==> src/rtl/spi_slave.sv <==
// spi_slave: SPI mode-0 responder, MSB first, 8-bit frames, byte handshake to a local controller
//  clk      in      system clock, at least 4x the sck rate
//  reset    in      asynchronous active-high reset
//  ss_n     in      slave select from host, active low, asynchronous
//  sck      in      serial clock from host, idles low, asynchronous
//  mosi     in      serial data from host, asynchronous
//  miso     out     serial data to host (registered)
//  miso_oe  out     miso drive enable, high for the duration of an accepted frame
//  di       in [8]  tx byte from local side
//  wr       in      strobe: load di into tx holding register
//  tx_full  out     tx holding register holds an unsent byte
//  dout     out [8] last complete received byte
//  dsr      out     dout holds an unread byte
//  rd       in      strobe: local side consumed dout
//  ovr      out     sticky: a byte completed while dsr was already high
//  busy     out     frame in progress (synced ss_n low, bit count nonzero)
module spi_slave #(
    parameter int         SYNC_STAGES = 2,
    parameter logic [7:0] DUMMY       = 8'hFF
) (
    input  logic       clk,
    input  logic       reset,
    input  logic       ss_n,
    input  logic       sck,
    input  logic       mosi,
    output logic       miso,
    output logic       miso_oe,
    input  logic [7:0] di,
    input  logic       wr,
    output logic       tx_full,
    output logic [7:0] dout,
    output logic       dsr,
    input  logic       rd,
    output logic       ovr,
    output logic       busy
);
    localparam int S = SYNC_STAGES;
    // bit 0 is the first synchronizer flop, bit S-1 the synced value, bit S its one-cycle history
    logic [S:0]   sck_q, ss_q;
    logic [S-1:0] mosi_q, live;
    logic         armed, skip_fall;
    logic [2:0]   bit_cnt;
    logic [7:0]   tx_sh, rx_sh, tx_hold, ld;
    logic         sck_rise, sck_fall, ss_fall, ss_rise, ss_s, mosi_s;
    assign ss_s     = ss_q[S-1];
    assign mosi_s   = mosi_q[S-1];
    assign sck_rise = sck_q[S-1] & ~sck_q[S];
    assign sck_fall = ~sck_q[S-1] & sck_q[S];
    // a fall only counts once ss_n has been genuinely seen high after reset,
    // so a select held low across reset cannot start a frame
    assign ss_fall  = ~ss_s & ss_q[S] & armed;
    assign ss_rise  = ss_s & ~ss_q[S];
    assign ld       = tx_full ? tx_hold : DUMMY;
    assign busy     = ~ss_s & (bit_cnt != 3'd0);
    always_ff @(posedge clk or posedge reset) begin
        if (reset) begin
            sck_q  <= '0;
            mosi_q <= '0;
            ss_q   <= '1;
            live   <= '0;
        end else begin
            sck_q  <= {sck_q[S-1:0], sck};
            mosi_q <= {mosi_q[S-2:0], mosi};
            ss_q   <= {ss_q[S-1:0], ss_n};
            live   <= {live[S-2:0], 1'b1};
        end
    end
    always_ff @(posedge clk or posedge reset) begin
        if (reset) begin
            armed     <= 1'b0;
            skip_fall <= 1'b0;
            bit_cnt   <= 3'd0;
            tx_sh     <= 8'd0;
            rx_sh     <= 8'd0;
            tx_hold   <= 8'd0;
            tx_full   <= 1'b0;
            miso      <= 1'b0;
            miso_oe   <= 1'b0;
            dout      <= 8'd0;
            dsr       <= 1'b0;
            ovr       <= 1'b0;
        end else begin
            // live[S-1] marks that the synced ss_n now reflects the pin, not the reset value
            armed <= armed | (live[S-1] & ss_s);
            if (rd) begin
                dsr <= 1'b0;
                ovr <= 1'b0;
            end
            if (ss_rise) begin
                bit_cnt <= 3'd0;
                miso_oe <= 1'b0;
                miso    <= 1'b0;
            end else if (ss_fall) begin
                bit_cnt   <= 3'd0;
                skip_fall <= 1'b0;
                tx_sh     <= ld;
                miso      <= ld[7];
                tx_full   <= 1'b0;
                miso_oe   <= 1'b1;
            end else if (miso_oe) begin
                if (sck_rise) begin
                    rx_sh   <= {rx_sh[6:0], mosi_s};
                    bit_cnt <= bit_cnt + 3'd1;
                    if (bit_cnt == 3'd7) begin
                        dout    <= {rx_sh[6:0], mosi_s};
                        dsr     <= 1'b1;
                        if (dsr && !rd)
                            ovr <= 1'b1;
                        // next byte's MSB is already on miso, so the following fall must not shift
                        tx_sh     <= ld;
                        miso      <= ld[7];
                        tx_full   <= 1'b0;
                        skip_fall <= 1'b1;
                    end
                end else if (sck_fall) begin
                    if (skip_fall)
                        skip_fall <= 1'b0;
                    else begin
                        tx_sh <= {tx_sh[6:0], 1'b0};
                        miso  <= tx_sh[6];
                    end
                end
            end
            // a write in the same cycle as a load keeps the new byte pending
            if (wr) begin
                tx_hold <= di;
                tx_full <= 1'b1;
            end
        end
    end
endmodule

==> config.mk <==
export PLATFORM = sky130hd
export DESIGN_NAME = spi_slave
export DESIGN_NICKNAME = d
export VERILOG_FILES = /design/src/rtl/spi_slave.sv
export SDC_FILE = /design/constraint.sdc
export NUM_CORES = 1
export LEC_CHECK = 0
export BUFFER_PORTS_ARGS = -buffer_cell sky130_fd_sc_hd__buf_2
export CORE_MARGIN = 2
export CORE_UTILIZATION = 30
export CTS_CLUSTER_DIAMETER = 50
export DETAILED_ROUTE_END_ITERATION = 6
export SETUP_SLACK_MARGIN = 0.3
export SLEW_MARGIN = 10
export SYNTH_ARGS = -nofsm -noshare
export SYNTH_HDL_FRONTEND = slang
export SYNTH_SLANG_ARGS = --single-unit
==> constraint.sdc <==
create_clock -name clk -period 2.25 [get_ports clk]
set_input_delay 0.225 -clock clk [delete_from_list [all_inputs] [get_ports clk]]
set_output_delay 0.225 -clock clk [all_outputs]
set_load 0.005 [all_outputs]
==> summary.txt, run 1 <==
Critical path
  – Reg2Reg Launch Point: sck_q[1]
  – CP max FO: 8
  – Capture point of the critical path: tx_sh[4]
  – Reg2Reg Capture Point: tx_sh[4]
  – Setup crit start: sck_q[1]
  – Req. time, crit path: 2.43 ns
  – Critical path class: flip-flop to flip-flop
  – Critical Path AT: 2.01 ns
  – Critical path endpoint category: flip-flop
  – Reg2Reg Depth: 5
  – Startpoint types: flip-flop
  – Reg2reg setup slack: 0.43 ns

Clocking
  – CTS tree: built
  – Worst-Skew Late Latency: 0.30 ns
  – H-tree depth: 2
  – Sink Count: 50
  – Clock-pin slew on the worst setup and hold paths: 0.09 ns
  – CTS max path bufs: 2
  – TritonCTS buffer count: 5
  – Clk Tree Root Cell: clkbuf_8

Yosys
  – Mapped Cells: 152
  – Synth unique cells: 33
  – Synth area leaders: dfrtp_1 56%, mux2_2 18%, dfstp_2 3.8%
  – Net Count, Synth: 172
  – Synth area leader: dfrtp_1
  – Post-synth top area share: 56.49%
  – Synth warn: 0
  – Synthesized area: 2082 µm²
  – Sequential-to-total area share from yosys stat: 60.28%
  – Synth Area per Inst: 13.70 µm²
  – Yosys reg bits: 50

Route
  – Routed Antenna Nets: 0
  – DR WL/cell: 12.75 µm
  – DR pass1 iterations: 4
  – Routed Wire Length: 3456 µm
  – Number of vias per cell: 4.565
  – Via count: 1,237
  – DRC viols: 0
  – DR iter-0 viols: 80

Power and ir drop
  – VDD IR-drop max: 0.3849 mV
  – Lkg Pwr: 0.001207 µW
  – Pwr dens: 801.9 nW/µm²

Timing
  – Setup_tns: 0 ns
  – FMAX: 548.7 MHz
  – Clock Skews: 0.01024 ns
  – Max-slew violation count: 0
  – Period utilization: 81.00%
  – Final hold viol count: 0
  – Unrepaired setup endpoints after global routing: no
  – Min cycle time layout: 1.823 ns
  – Final setup viols: 0
  – Worst hold margin: 0.02226 ns

Floorplan
  – Die Area: 7622 µm²
  – Die W: 87.31 µm
  – # rows: 30
  – Die height: 87.31 µm
  – Top Ports: 29
  – Starting density of the core: 30.81%
  – Core area: 6756 µm²

Final layout
  – Most common cell after layout, fill and taps aside: dfrtp_1
  – Diodes inserted: 0
  – Layout cells sized above 1: 48.69%
  – Syn-to-layout area delta: 21.69%
  – Finished Cell Area: 2534 µm²
  – Most frequent cells in the layout: 47 x dfrtp_1, 34 x mux2_2, 28 x buf_2
  – Nets: 210

Hold path
  – Hold path depth: 1
  – Worst hold path type: primary input to flip-flop

Global routing
  – Gr usage total: 10.05%
  – Largest net degree at the start of global routing: 51
  – Remaining global-route overflow: 0
  – Initial antenna violation count: 0
  – Vias in the first global route: 1,244
  – First-pass GRT wire length: 5927 µm

Placed design
  – DP Area: 2336 µm²
  – # port buffers: 28
  – GP Congestion: 0.7462
  – HPWL after detailed placement: 2388 µm

Run
  – Max_cap viols: 0

Outcome
  – Status: complete, no violations
==> how the worst min path moves through the flow <==
stage	startpoint	slack [ns]	end
detailed placement	reset	0.29	mosi_q[0]
global route	ss_n	0.005	ss_q[0]
finish	ss_n	0.02	ss_q[0]
floorplan	ss_n	0.23	ss_q[0]
CTS	ss_n	0.01	ss_q[0]
global placement	reset	0.29	sck_q[0]
==> worst max-delay path, stage by stage (launching register included) <==
cell      delay, ns
dfrtp_1        0.42
ha_4           0.25
nand2b_4       0.16
o41ai_2        0.31
a21o_2         0.23
mux2_2         0.35
==> Yosys cell counts, drive strengths merged <==
library cell  instances
a21o                  2
a21oi                 4
a2bb2oi               2
a31o                  1
a32o                  2
and3b                 1
buf                   2
clkbuf                1
conb                  1
dfrtp                47
dfstp                 3
ha                    5
inv                   7
mux2                 34
mux2i                 1
nand2                 8
nand2b                6
nand3                 2
nand3b                1
nand4                 1
nor2                  7
nor2b                 5
nor3                  2
o21ai                 1
o32ai                 1
o41ai                 1
or2b                  1
or3                   1
or3b                  1
xnor2                 1
==> state kept, by name, indices dropped and copies added (netlist names), 2 cells and up <==
name / cells
sck_q: 3
ss_q: 3
mosi_q: 2
tx_sh: 7
dout: 8
tx_hold: 8
rx_sh: 7
live: 2
bit_cnt: 3
==> power breakdown <==
| part | leakage [µW] | switching [µW] | internal, µW | total (µW) |
|---|---|---|---|---|
| combinational | 0.000530 | 117 | 189 | 306 |
| sequential | 0.000619 | 81.0 | 1030 | 1120 |
| clock | 0.0000579 | 283 | 327 | 611 |
| total | 0.00121 | 481 | 1550 | 2030 |
==> logic make-up (layout without fill, tap and decap cells) <==
logic type,Yosys count,after routing,synth area share [%]
flip-flops,50,50,60.28
adder cells (fa/ha/maj),5,5,3.005
AND/OR/NAND/NOR,36,36,10.34
buffers and inverters,10,49,1.923
XOR/XNOR,1,1,0.4207
multiplexers,35,35,18.87
other,1,1,0.1801
AO/OA/AOI/OAI,14,14,4.988
==> layout make-up <==
type	count	area, µm²
Clock inverter	3	40.04
Fill cell	667	4223
Timing Repair Buffer	34	200.2
Multi-Input combinational cell	92	843.3
Tap cell	80	100.1
Sequential cell	50	1255
Clock buffer	5	68.82
Inverter	7	26.28
==> per-stage QoR <==
| step | utilization, % | cells | power, µW | setup slack, ns |
|---|---|---|---|---|
| 3_3_place_gp | 34.57 | 259 | 1418 | 0.2585 |
| 4_1_cts | 36.50 | 268 | 2044 | 0.3025 |
| 5_1_grt | 37.50 | 271 | 2147 | 0.2932 |
| 3_5_place_dp | 34.57 | 259 | 1427 | 0.2127 |
| 6_report | 37.50 | 271 | 2032 | 0.4275 |
| 2_1_floorplan | - | 152 | 1338 | 0.3474 |
==> routing by layer <==
metal  track usage, %  wire length [µm]  vias to the layer above
met5                0                 0                        -
met4            5.035                94                        0
met3            2.275                83                        8
met2            15.22              1599                       22
met1            13.51              1678                      607
li1                 -                 -                      600
==> timing repair <==
item / in CTS / in global routing
endpoints found under the hold margin: 47 / 0
buffers inserted: 0 / 3
pin swaps: 0 / 1
gates resized for setup: 4 / 8
endpoints found under the setup margin: 6 / 7
hold buffers: 1 / 0
Note: power is estimated with default switching activity, not from simulation.
==> run 2: changes to the inputs <==
clock period = 1.5 ns   (was 2.25 ns; I/O delays follow)
==> run 2 against run 1 <==
The run now ends with setup timing left. Power rose by 66%. Sequential cell count unchanged. Clock power rose by 55%. Die area is the same. Core utilization up 8.6 points. Wire length increased by 25%. Critical path depth grew 1. First-iteration DRC count shrank 28%. Clock-buffer cell count rose by 1. Highest routed layer unchanged.
==> summary.txt, run 2 (synthesis results as in run 1) <==
Outcome
  – Status: finished, violations left
  – Failing checks: setup timing

Placed design
  – # port buffers: 28 (unchanged)
  – HPWL after detailed placement: 2768 µm (+16%)
  – GP Congestion: 0.7338 (-1.7%)
  – Setup WS pre-CTS: -0.2958 ns (-0.5085 ns)
  – Dpl cells: 281 (+8.5%)

Global routing
  – Largest net degree at the start of global routing: 24 (-53%)
  – First-pass GRT wire length: 6644 µm (+12%)
  – Remaining global-route overflow: 0 (unchanged)
  – Vias in the first global route: 1,386 (+11%)
  – Initial antenna violation count: 0 (unchanged)
  – Gr usage total: 11.40% (+1.3 points)

Power and ir drop
  – Psw: 831.2 µW (+73%)
  – VDD IR-drop max: 0.3821 mV (-0.75%)
  – Pint: 2539 µW (+64%)
  – Clock power share: 28.0% (-2.0 points)
  – Net Sw Frac: 24.66% (+0.97 points)
  – Seq pwr share: 50.1% (-4.8 points)
  – Pwr dens: 1083 nW/µm² (+35%)
  – Lkg Pwr: 0.001439 µW (+19%)
  – Logic pwr share: 21.9% (+6.8 points)

Final layout
  – Final non-filler cell total: 309 (+14%)
  – Most frequent cells in the layout: 45 x dfrtp_1, 27 x buf_2, 21 x mux2_2
  – Most common cell after layout, fill and taps aside: dfrtp_1
  – Syn-to-layout area delta: 49.46%
  – Top flop regs: dout x8, tx_hold x8
  – Layout cells sized above 1: 63.76% (+15 points)
  – Diodes inserted: 0 (unchanged)
  – Nets: 248 (+18%)

Critical path
  – Critical Path AT: 2.02 ns (about the same)
  – Critical path endpoint category: flip-flop
  – Startpoint types: flip-flop
  – CP max FO: 5 (-3)
  – Req. time, crit path: 1.70 ns (-0.73 ns)
  – Critical path class: flip-flop to flip-flop

Clocking
  – H-tree depth: 2 (unchanged)
  – TritonCTS buffer count: 5 (unchanged)
  – Worst-Skew Late Latency: 0.31 ns (about the same)
  – Clk Tree Root Cell: clkbuf_8
  – CTS tree: built
  – Sink Count: 50 (unchanged)
  – CTS max path bufs: 2 (unchanged)
  – Clock-pin slew on the worst setup and hold paths: 0.09 ns (about the same)

Route
  – Number of vias per cell: 4.686 (+2.7%)
  – Routed Wire Length: 4334 µm (+25%)
  – DRC viols: 0 (unchanged)
  – Via count: 1,448 (+17%)
  – Routed Antenna Nets: 0 (unchanged)
  – DR iter-0 viols: 58 (-28%)
  – DR pass1 iterations: 4 (unchanged)
  – DR WL/cell: 14.03 µm (+10%)

Timing
  – Final setup viols: 25 (+25)
  – Unrepaired setup endpoints after global routing: yes
  – FMAX: 547.9 MHz (-0.15%)
  – Max transition margin: 64.85%
  – Period utilization: 121.7% (+41 points)
  – Clock Skews: 0.002693 ns (-0.007545 ns)
  – Worst slew pin tran: 0.5261 ns
  – Final hold viol count: 0 (unchanged)
  – Fin worst setup slack: -0.3253 ns (-0.7527 ns)
  – Min cycle time layout: 1.825 ns (+0.002739 ns)
  – Max-slew violation count: 0 (unchanged)

Floorplan
  – Die Area: 7622 µm² (unchanged)
  – Die height: 87.31 µm (unchanged)
  – Core area: 6756 µm² (unchanged)
  – # rows: 30 (unchanged)
  – Die W: 87.31 µm (unchanged)
  – Top Ports: 29 (unchanged)
  – Starting density of the core: 30.81% (unchanged)

Run
  – Max_cap viols: 0 (unchanged)

Hold path
  – Worst hold path type: primary input to flip-flop
-- run 2: cell count changes in the layout (fill, tap and decap cells not counted), moves of 3 or more --
cell           change
buf_6             +17
buf_4             +15
mux2_2            -13
mux2_4            +13
a21oi_1            -4
a21oi_2            +4
dlygate4sd3_1      +3
nand2_1            -3
nand2_2            +3
nor2_1             -3
-- run 2: power groups by stage --
stage / Sequential, µW / Clock, µW / Combinational, µW
finish: 1690 / 945 / 737
CTS: 1680 / 975 / 650
detailed placement: 1700 / 0 / 577
floorplan: 1660 / 0 / 422
global placement: 1700 / 0 / 559
global route: 1720 / 1030 / 795
-- run 2: area by class of cell --
| cell class | instances | area, µm² |
|---|---|---|
| Fill cell | 612 | 3645 |
| Clock buffer | 6 | 72.57 |
| Clock inverter | 2 | 37.54 |
| Multi-Input combinational cell | 93 | 1020 |
| Inverter | 7 | 30.03 |
| Sequential cell | 50 | 1257 |
| Tap cell | 80 | 100.1 |
| Timing Repair Buffer | 71 | 594.3 |
-- run 2: path summary, 6_finish.rpt --
kind,end,slack [ns],cells after the start,startpoint
setup reg to reg,dout[2],-0.33,6,ss_q[1]
max in group asynchronous,ss_q[2],0.55,4,reset
hold reg to reg,mosi_q[1],0.35,0,mosi_q[0]
setup / recovery,dout[2],-0.33,6,ss_q[1]
min in group asynchronous,tx_hold[2],0.42,3,reset
hold / removal,ovr,0.02,2,rd
-- run 2: per-layer routing --
metal	GRT usage [%]	up-vias	part of all wire [%]
met5	0	-	0
met4	4.615	0	1.6
met3	3.412	5	3.1
met2	16.74	19	49
met1	15.72	745	46
li1	-	679	-
-- run 2: metrics by stage --
| stage | area (µm²) | setup TNS, ns | power, µW | utilization [%] | hold WS, ns |
|---|---|---|---|---|---|
| after floorplan | 2170 | -4.669 | 2085 | - | 0.1545 |
| after global placement | 2592 | -5.105 | 2260 | 38.37 | 0.2244 |
| after detailed placement | 2592 | -5.418 | 2278 | 38.37 | 0.2259 |
| after CTS | 2878 | -4.046 | 3309 | 42.59 | 0.006927 |
| after global routing | 3112 | -8.823 | 3543 | 46.06 | 0.01206 |
| final | 3112 | -7.469 | 3370 | 46.06 | 0.01849 |
-- run 2: timing repair --
action / 4_1_cts / 5_1_grt
cloned: 1 / 1
setup buffers: 3 / 11
hold buffers: 4 / 0
pin swaps: 9 / 16
resized for setup: 23 / 29
setup endpoints to repair: 32 / 34
hold endpoints to repair: 24 / 0
-- run 2: worst max-delay path, cell delays in order, from the launching register on --
cell and delay, ns:
dfstp_2 0.57, and3b_4 0.24, buf_12 0.13, nor3_4 0.26, buf_12 0.18, nand2_8 0.07, mux2_2 0.27
==> run 3: changes to the inputs <==
SETUP_SLACK_MARGIN = default   (was 0.3)
==> run 3 against run 2 <==
The flow still finishes with violations (setup timing). Via count is 7.3% lower. Die area stayed put. Sequential cell count stayed put. Setup slack better by 0.030 ns. Clock-buffer cell count is 1 higher. Global-route usage hardly changed. Critical path depth is 2 higher. Largest cell class unchanged. Largest power group unchanged.
==> summary.txt, run 3 (synthesis results as in run 1) <==
Final layout
  – Area of the multi-input gates: 939.7 µm² (-7.9%)
  – Layout Utilization: 42.35% (-3.7 points)
  – Fillers: 635 (+3.8%)
  – Nets: 237 (-4.4%)
  – Register Area: 1255 µm² (-0.20%)
  – Layout cells sized above 1: 54.59% (-9.2 points)
  – Most common cell after layout, fill and taps aside: dfrtp_1
  – Top flop regs: dout x8, tx_hold x8
  – Diodes inserted: 0 (unchanged)
  – Final non-filler cell total: 298 (-3.6%)
  – Syn-to-layout area delta: 37.44%
  – Most frequent cells in the layout: 47 x dfrtp_1, 28 x buf_2, 21 x mux2_2

Critical path
  – Reg2Reg Launch Point: bit_cnt[0]
  – Critical path class: flip-flop to flip-flop
  – Setup crit start: bit_cnt[0]
  – Critical Path AT: 1.98 ns (-0.04 ns)
  – Reg2Reg Depth: 8 (+2)
  – Reg2reg setup slack: -0.30 ns (+0.03 ns)
  – Capture point of the critical path: miso
  – Startpoint types: flip-flop
  – CP max FO: 7 (+2)
  – Critical path endpoint category: flip-flop
  – Reg2Reg Capture Point: miso
  – Req. time, crit path: 1.69 ns (about the same)

Floorplan
  – Core area: 6756 µm² (unchanged)
  – Die height: 87.31 µm (unchanged)
  – Top Ports: 29 (unchanged)
  – Starting density of the core: 30.81% (unchanged)
  – # rows: 30 (unchanged)
  – Die W: 87.31 µm (unchanged)
  – Die Area: 7622 µm² (unchanged)

Timing
  – Setup_tns: -4.206 ns (+3.262 ns)
  – Worst hold margin: 0.07785 ns (+0.05936 ns)
  – FMAX: 557.0 MHz (+1.7%)
  – Final setup viols: 24 (-4.0%)
  – Final hold viol count: 0 (unchanged)
  – Period utilization: 119.7% (-2.0 points)
  – Clock Skews: 0.01001 ns (+0.007319 ns)
  – Min cycle time layout: 1.795 ns (-0.02999 ns)
  – Fin worst setup slack: -0.2953 ns (+0.02999 ns)
  – Unrepaired setup endpoints after global routing: yes
  – Max-slew violation count: 0 (unchanged)

Global routing
  – First-pass GRT wire length: 6534 µm (-1.7%)
  – Vias in the first global route: 1,335 (-3.7%)
  – Gr usage total: 11.36% (-0.042 points)
  – Initial antenna violation count: 0 (unchanged)
  – Remaining global-route overflow: 0 (unchanged)
  – Largest net degree at the start of global routing: 51 (+110%)

Clocking
  – TritonCTS buffer count: 5 (unchanged)
  – CTS max path bufs: 2 (unchanged)
  – H-tree depth: 2 (unchanged)
  – Sink Count: 50 (unchanged)
  – CTS tree: built
  – Clock-pin slew on the worst setup and hold paths: 0.09 ns (about the same)
  – Worst-Skew Late Latency: 0.30 ns (about the same)
  – Clk Tree Root Cell: clkbuf_8

Outcome
  – Failing checks: setup timing
  – Status: finished, violations left

Power and ir drop
  – Overall Power: 3114 µW (-7.6%)
  – Pwr dens: 1088 nW/µm² (+0.49%)
  – Lkg Pwr: 0.001374 µW (-4.5%)
  – VDD IR-drop max: 0.4859 mV (+27%)

Route
  – DR WL/cell: 12.74 µm (-9.2%)
  – DRC viols: 0 (unchanged)
  – Routed Antenna Nets: 0 (unchanged)
  – DR iter-0 viols: 59 (+1.7%)
  – Routed Wire Length: 3796 µm (-12%)
  – Via count: 1,342 (-7.3%)
  – DR pass1 iterations: 4 (unchanged)
  – Number of vias per cell: 4.503 (-3.9%)

Run
  – Max_cap viols: 0 (unchanged)

Hold path
  – Worst hold path type: primary input to flip-flop

Placed design
  – GP Congestion: 0.7474 (+1.9%)
  – HPWL after detailed placement: 2663 µm (-3.8%)
  – Dpl cells: 280 (-0.36%)
  – # port buffers: 28 (unchanged)
-- run 3: how the worst min path moves through the flow --
stage               startpoint          to  slack, ns  cells after the start
floorplan                 ss_n     ss_q[0]       0.15                      0
global route             di[7]  tx_hold[7]       0.07                      2
finish                   di[4]  tx_hold[4]       0.08                      2
detailed placement       reset   mosi_q[0]       0.21                      3
CTS                      di[2]  tx_hold[2]       0.06                      2
global placement         reset     live[0]       0.21                      3
-- run 3: power breakdown --
part	internal (µW)	switching, µW
registers	1550	138
clock network	330	415
logic	458	221
total	2340	774
-- run 3: area by class of cell --
type | count | share of cell area (%)
Sequential cell | 50 | 43.86
Multi-Input combinational cell | 92 | 32.84
Timing Repair Buffer | 61 | 15.96
Tap cell | 80 | 3.498
Clock buffer | 7 | 2.667
Inverter | 7 | 0.9182
Clock inverter | 1 | 0.2624
-- run 3: critical path: stages (launching register included) --
cell and delay (ns):
dfrtp_1 0.43, ha_4 0.19, ha_4 0.17, nor2b_4 0.18, o41ai_2 0.07, a21o_1 0.18, buf_12 0.14, buf_6 0.11
a32o_1 0.20
-- run 3: repair_timing --
action / CTS / global route
hold endpoints to repair: 51 / 0
resized for setup: 19 / 2
setup buffers: 5 / 0
pin swaps: 6 / 5
hold buffers: 5 / 0
setup endpoints to repair: 24 / 25
-- run 3: stage by stage --
stage,cell area (µm²),setup WS [ns]
2_1_floorplan,2166,-0.2345
6_report,2861,-0.2953
4_1_cts,2854,-0.3008
3_3_place_gp,2594,-0.2831
3_5_place_dp,2594,-0.3080
5_1_grt,2861,-0.3627
-- run 3: routing by layer --
metal | global-route usage (%) | wire, µm | part of all wire (%) | vias up
li1 | - | - | - | 656
met1 | 15.47 | 1786 | 47 | 662
met2 | 16.39 | 1767 | 47 | 19
met3 | 2.938 | 141 | 3.7 | 5
met4 | 6.294 | 101 | 2.7 | 0
met5 | 0 | 0 | 0 | -
